$ cat src/rtl/fetch_unit.sv
// Instruction fetch unit: credit-limited in-order word fetch, PC/word buffer, decode handshake.
// Optional misaligned-redirect trap enabled by defining FETCH_MISALIGN_TRAP_EN.
module fetch_unit #(
    parameter logic [31:0] RESET_PC = 32'h0000_0000,
    parameter int          DEPTH    = 4
) (
    input  logic        clk,
    input  logic        rst,
    output logic        imem_req_valid,
    output logic [31:0] imem_req_addr,
    input  logic        imem_req_ready,
    input  logic        imem_rsp_valid,
    input  logic [31:0] imem_rsp_data,
    input  logic        redirect,
    input  logic [31:0] redirect_pc,
    output logic        instr_valid,
    output logic [31:0] instruction,
    output logic [31:0] instr_pc,
    input  logic        instr_ready,
    output logic        fetch_misaligned
);

    localparam int AW = $clog2(DEPTH);
    localparam int CW = $clog2(DEPTH + 1);
    localparam logic [CW-1:0] DEPTH_C = CW'(DEPTH);
    localparam logic [CW:0]   DEPTH_X = (CW + 1)'(DEPTH);

    localparam logic [1:0] S_BOOT  = 2'd0;
    localparam logic [1:0] S_RUN   = 2'd1;
    localparam logic [1:0] S_FLUSH = 2'd2;
    localparam logic [1:0] S_TRAP  = 2'd3;

    logic [1:0]    state, state_nx;
    logic [31:0]   fpc, rpc;
    logic [CW-1:0] inflight, inflight_nx, count;
    logic [AW-1:0] wr_ptr, rd_ptr;
    logic [31:0]   fifo_pc   [DEPTH];
    logic [31:0]   fifo_data [DEPTH];
    logic [CW:0]   occupancy;
    logic          req_hs, rsp_take, push, pop;
    logic [31:0]   redir_target;
    logic [1:0]    redir_done_state, flush_done_state;

    // Credit check sees only registered occupancy, never this cycle's pop or response.
    assign occupancy      = {1'b0, count} + {1'b0, inflight};
    assign imem_req_valid = (state == S_RUN) && (occupancy < DEPTH_X);
    assign imem_req_addr  = fpc;
    assign req_hs         = imem_req_valid && imem_req_ready;
    assign rsp_take       = imem_rsp_valid && (inflight != '0);
    assign push           = rsp_take && (state == S_RUN) && !redirect;
    assign instr_valid    = (count != '0);
    assign pop            = instr_valid && instr_ready;
    assign instruction    = instr_valid ? fifo_data[rd_ptr] : 32'h0;
    assign instr_pc       = instr_valid ? fifo_pc[rd_ptr]   : 32'h0;
    assign inflight_nx    = inflight + CW'(req_hs) - CW'(rsp_take);

`ifdef FETCH_MISALIGN_TRAP_EN
    logic redir_mis, trap_pend;

    assign redir_mis        = (redirect_pc[1:0] != 2'b00);
    assign redir_target     = redirect_pc;
    assign redir_done_state = redir_mis ? S_TRAP : S_RUN;
    assign flush_done_state = trap_pend ? S_TRAP : S_RUN;
    assign fetch_misaligned = (state == S_TRAP);

    // Remembers where a flush lands once the stale responses have drained.
    always_ff @(posedge clk or posedge rst) begin
        if (rst)
            trap_pend <= 1'b0;
        else if (redirect)
            trap_pend <= redir_mis;
    end
`else
    assign redir_target     = redirect_pc & 32'hFFFF_FFFC;
    assign redir_done_state = S_RUN;
    assign flush_done_state = S_RUN;
    assign fetch_misaligned = 1'b0;
`endif

    always_comb begin
        state_nx = state;
        case (state)
            S_BOOT:  state_nx = S_RUN;
            S_FLUSH: if (inflight_nx == '0) state_nx = flush_done_state;
            default: state_nx = state;
        endcase
        if (redirect)
            state_nx = (inflight_nx != '0) ? S_FLUSH : redir_done_state;
    end

    always_ff @(posedge clk or posedge rst) begin
        if (rst) begin
            state    <= S_BOOT;
            fpc      <= RESET_PC;
            rpc      <= RESET_PC;
            inflight <= '0;
            count    <= '0;
            wr_ptr   <= '0;
            rd_ptr   <= '0;
        end else begin
            state    <= state_nx;
            inflight <= inflight_nx;
            if (redirect) begin
                fpc    <= redir_target;
                rpc    <= redir_target;
                count  <= '0;
                wr_ptr <= '0;
                rd_ptr <= '0;
            end else begin
                if (req_hs)
                    fpc <= fpc + 32'd4;
                if (push) begin
                    rpc    <= rpc + 32'd4;
                    wr_ptr <= wr_ptr + AW'(1);
                end
                if (pop)
                    rd_ptr <= rd_ptr + AW'(1);
                count <= count + CW'(push) - CW'(pop);
            end
        end
    end

    // Buffer storage carries no reset; outputs are gated by instr_valid instead.
    always_ff @(posedge clk) begin
        if (push) begin
            fifo_pc[wr_ptr]   <= rpc;
            fifo_data[wr_ptr] <= imem_rsp_data;
        end
    end

    a_no_push_when_full: assert property (@(posedge clk) disable iff (rst)
        !(push && (count == DEPTH_C)));

endmodule
$ cat config.mk
export PLATFORM = sky130hd
export DESIGN_NAME = fetch_unit
export DESIGN_NICKNAME = d
export VERILOG_FILES = /design/src/rtl/fetch_unit.sv
export SDC_FILE = /design/constraint.sdc
export NUM_CORES = 1
export LEC_CHECK = 0
export CELL_PAD_IN_SITES_DETAIL_PLACEMENT = 1
export CELL_PAD_IN_SITES_GLOBAL_PLACEMENT = 2
export CORE_ASPECT_RATIO = 2
export CORE_UTILIZATION = 44
export CTS_BUF_LIST = sky130_fd_sc_hd__clkbuf_16
export CTS_CLUSTER_SIZE = 28
export DETAILED_ROUTE_END_ITERATION = 12
export GPL_ROUTABILITY_DRIVEN = 0
export GPL_TIMING_DRIVEN = 0
export PLACE_DENSITY_LB_ADDON = 0.1
export SLEW_MARGIN = 40
export SYNTH_ARGS = -nofsm -noshare
export SYNTH_HDL_FRONTEND = slang
export SYNTH_SLANG_ARGS = --single-unit
$ cat constraint.sdc
create_clock -name clk -period 5.8 [get_ports clk]
set_input_delay 1.16 -clock clk [delete_from_list [all_inputs] [get_ports clk]]
set_output_delay 1.16 -clock clk [all_outputs]
set_load 0.02 [all_outputs]
# Yosys cells after proc, flatten, opt, wreduce, memory -nomap -nowiden
# Memories as Yosys holds them, arrays and structs flattened.
# Cells that the tools add are included.
[word_totals]
ff_bits = 76
ram_bits = 256
input_bits = 70
out_inout_bits = 99
n_memories = 2
[op_classes]
add_sub_neg = 9
magnitude_cmp = 1
n_eq_ne = 3
n_mux = 17
reduce_logical = 17
[mem_list]
columns = ["name", "words", "width", "rd", "rd_clocked_by_memory_dff", "wr", "line_no", "text"]
rows = [
  ["fifo_data", 4, 32, 1, 0, 1, "38", "logic [31:0] fifo_data [DEPTH];"],
  ["fifo_pc", 4, 32, 1, 0, 1, "37", "logic [31:0] fifo_pc [DEPTH];"],
]
[ops]
columns = ["operator", "n"]
rows = [
  ["$mux 32", 6],
  ["$add 32x3->32 const B", 2],
  ["$mux 2", 7],
  ["$reduce_bool 3->1", 4],
  ["$add 3x1->3", 2],
  ["$logic_and 1x1->1", 6],
  ["$reduce_bool 2->1", 3],
  ["$sub 3x1->3", 2],
  ["$add 2x1->2 const B", 2],
  ["$add 3x3->4", 1],
  ["$lt 4x3->1 const B", 1],
  ["$pmux 2 s2", 1],
  ["$logic_not 3->1", 1],
  ["$mux 3", 1],
  ["$ne 3x3->1 const B", 1],
  ["$eq 2x1->1 const B", 1],
  ["$eq 2x2->1 const B", 1],
  ["$logic_not 2->1", 1],
  ["$mux 1", 2],
  ["$reduce_and 2->1", 1],
  ["$logic_not 1->1", 1],
]

# Depth between registers and ports, before layout
[depth]
word_depth = 10
depth_mapped = 13
mapped_depth_nobuf = 12

# Worst setup path before layout
# No wires, ideal clock.
[synth_path]
path_type = "in2reg"
startpoint = "input imem_rsp_valid"
endpoint = "memory fifo_data[0][0] (enable)"
setup_ns = 0.427
arrival_ns = 3.442
path_slack_ns = 1.931
stages = 5
path_buffers = 1
path_cell_list = "nand3b_1 > or2_2 > clkbuf_1 > nor2_1 > and2_1"
[synth_via]
elab_chain_len = 5
[synth_lines]
columns = ["element", "line_no", "text"]
rows = [
  ["start, declared", "12", "input logic imem_rsp_valid,"],
  ["$logic_and 1x1->1", "49", "assign rsp_take = imem_rsp_valid && (inflight != '0);"],
  ["$logic_and 1x1->1 (2 in series)", "50", "assign push = rsp_take && (state == S_RUN) && !redirect;"],
  ["$mux 1", "125", "if (push) begin"],
  ["$mux 1 (not written as such)", "127", "fifo_data[wr_ptr] <= imem_rsp_data;"],
  ["end, declared", "38", ""],
]
# No other way between the ends.

# Worst setup path after layout
[layout_path]
startpoint = "register rd_ptr[0]"
endpoint = "output instruction[26]"
[layout_via]
elab_chain_len = 2
[layout_lines]
columns = ["element", "line_no", "text"]
rows = [
  ["start, declared", "36", "logic [AW-1:0] wr_ptr, rd_ptr;"],
  ["start signal, assigned", "117", "rd_ptr <= rd_ptr + AW'(1);"],
  ["$mem_v2 4x32", "--", ""],
  ["$mux 32", "53", "assign instruction = instr_valid ? fifo_data[rd_ptr] : 32'h0;"],
  ["end, declared", "17", "output logic [31:0] instruction,"],
]
# No other way between the ends.

==> impl_metrics.toml <==
[outcome]
run_status = "complete, no violations"

[logic_synthesis]
netlist_area_um2 = 13700
synth_seq_cells = 320
synth.lib_cells_used.distinct = 54
ys_seq_area_frac = 0.677
dominantRegCellSynth = "edfxtp_1"
async_reset_ff_frac = 0.225
synth_warnings = 0
synth_area_per_cell_um2 = 16.3
cells_after_synth = 840
synth_edf_count = 248

[clock_tree]
clockRootBuffer = "clkbuf_16"
cts.clk_slew.worst_paths_ps = 70
ctsLongestPathBuffers = 3
tritoncts.num_buffers = 28
tritoncts_num_sinks = 320
tritoncts = "built"
post_cts.repair.setup_buffers = 0
cts_max_level = 1
insertion_delay_ps = 560
cts_repair_resize_count = 0
cts_hold_fix_bufs = 0

[cells_and_area]
areaGrowthSynthToFinish_pct = 23.3
stdcell_area_um2 = 16800
design.final.nets = 1127
final_layout_size_suffix_gt1_frac = 0.153
layout_common_cells = "edfxtp_1, clkdlybuf4s50_1, dfrtp_1"
layout.cells.most_common = "edfxtp_1"
total_inserted_antenna_cells = 0
filler_cell_count = 2871

[timing]
min_period_over_period = 0.753
unrepaired_setup_endpoints_after_global_routing = "false"
fin_worst_skew_ps = 16.0
setup-violations-final = 0
timing.fmax_ghz = 0.229
worst-slew-pin-transition_ps = 753
setup_ws_ps = 1430
timing_hold_violations_final = 0
min_period_ps = 4370
timing_max_transition_violations_final = 0
slew_headroom = 0.497

[global_route]
globalRouteTotalUtil = 0.212
grt_first_pass_wirelength_um = 50600
grt_max_degree = 38
antenna_found_initial = 0
number_of_global_route_vias_before_repair = 8811
globalRouteOverflowTotal = 0

[place]
io_buffer_count = 161
post_dp_hpwl_um = 23100
placement.setup.worst_slack_ps = 1490
placedInstanceArea_um2 = 15900

[detailed_routing]
drc = 0
first_pass_iters = 4
routed_wl_um = 32400
avgRoutedWirePerCell_um = 22.6
via_count = 7926
first_iter_violations = 382
post_detailed_route_count_of_antenna_violating_nets = 0
detail_route.vias_per_cell = 5.53

[die]
die-height_um = 251
ioPinCount = 169
placement_rows = 90
initial_core_util = 0.449
fp.coreArea_um2 = 30400
die_x_um = 127
die-area_um2 = 31800

[critical_path]
critical_path.n_buffers_inverters = 3
cpMaxStageDelayCell = "mux4_2"
worst_ep_arrival_time_ps = 3210
crit_path_end_kind = "output port"
critical_path.startpoint_type = "flip-flop"
critical_path.max_stage_delay_ps = 560
worstSetupPathType = "reg2out"
cp_top_family = "buffers and inverters"
timing.critical_path.cells = "clkbuf_1 -> buf_2 -> mux4_2 -> and2_1 -> clkdlybuf4s50_1"
worst-path-max-fanout = 10
timing.critical_path.required_ps = 4640

[pwr]
fin_total_pwr_w = 0.00649
power_per_cell_area_nw_per_um2 = 385
worst_ir_drop_vdd_mv = 0.261
p_leak_nw = 5.76

[worst_hold_path]
min-delay-path-class = "reg2reg"

[job]
cap_violations = 0
[worst reg2reg max path, stage by stage (launching register included)]
cell	delay, ps
dfrtp_1	420
ha_1	320
nor3_4	320
and3_1	210
clkbuf_1	340
nand2_1	230
ha_1	330
inv_1	50
ha_1	190
fa_1	400
xnor2_1	150
or3_1	350
a21oi_1	150
nor2_1	60
[flip-flops by register name, summed over array words and instances (netlist names)]
signal	flops
rd_ptr	2
fifo_pc	120
inflight	3
imem_req_addr	30
wr_ptr	2
rpc	30
fifo_data	128
count	3
state	2
[metrics by stage]
step	TNS [ps]	hold slack (ps)	cells	util
final	0	584	1433	0.554
after floorplan	0	495	844	-
after global placement	-63660	537	1373	0.518
after global routing	0	598	1433	0.554
after CTS	0	586	1433	0.554
after detailed placement	0	564	1381	0.524
[report_power, final]
part	total [W]	switching [W]	internal [W]
sequential	0.00269	0.000115	0.00258
clock	0.00183	0.000836	0.000998
combinational	0.00196	0.000993	0.000968
total	0.00649	0.00194	0.00454
[worst paths after layout]
kind | from | to | slack, ps | depth (start not counted)
setup / recovery | rd_ptr[0] | instruction[26] | 1430 | 5
hold / removal | state[1] | state[1] | 580 | 2
setup reg to reg | count[2] | state[1] | 2160 | 13
hold reg to reg | state[1] | state[1] | 580 | 2
max in group asynchronous | rst | rd_ptr[1] | 4270 | 3
min in group asynchronous | rst | imem_req_addr[7] | 990 | 2
[layer usage]
metal | up-vias | track usage | share of wire
li1 | 3610 | - | -
met1 | 4059 | 0.223 | 0.36
met2 | 200 | 0.415 | 0.57
met3 | 57 | 0.0281 | 0.035
met4 | 0 | 0.0888 | 0.034
met5 | - | 0 | 0
[layout make-up]
type / instances / area, um2 / share of cell area
inverter: 18 / 72.6 / 0.00431
timing repair buffer: 169 / 1770 / 0.105
sequential: 320 / 9250 / 0.549
clock inverter: 23 / 166 / 0.00988
clock buffer: 29 / 726 / 0.0431
buffer: 43 / 211 / 0.0126
multi-input combinational: 463 / 4190 / 0.249
tap: 368 / 460 / 0.0273
[cell usage after synthesis, types with 6 or more instances]
library cell,number,area [um2]
a21boi_0,17,128
a21oi_1,11,55.1
and2_1,70,438
and3_1,12,75.1
buf_2,7,35.0
buf_4,6,45.0
clkbuf_1,24,90.1
dfrtp_1,72,1800
edfxtp_1,248,7450
ha_1,12,150
inv_1,18,67.6
mux2_2,17,191
mux2i_1,9,90.1
mux4_2,62,1400
nand2_1,25,93.8
nand2b_1,12,75.1
nand3_1,28,140
nand4_1,22,138
nor2_1,34,128
nor3_1,7,35.0
nor4_1,14,87.6
o21ai_0,6,30.0
or3_1,6,37.5
xnor2_1,21,184
xor2_1,28,245
[cells by family (layout without fill, tap and decap cells)]
group / after synthesis / in the layout / share of synthesized area
other: 1 / 5 / 0.000275
buffers and inverters: 61 / 282 / 0.0202
xor gates and xnor gates: 49 / 49 / 0.0314
muxes: 88 / 88 / 0.123
and+or+nand+nor: 252 / 252 / 0.106
AOI/OAI and AO/OA: 55 / 55 / 0.0279
adders and majority gates: 14 / 14 / 0.0139
DFF: 320 / 320 / 0.677
Power figures use the tool's default switching activity.
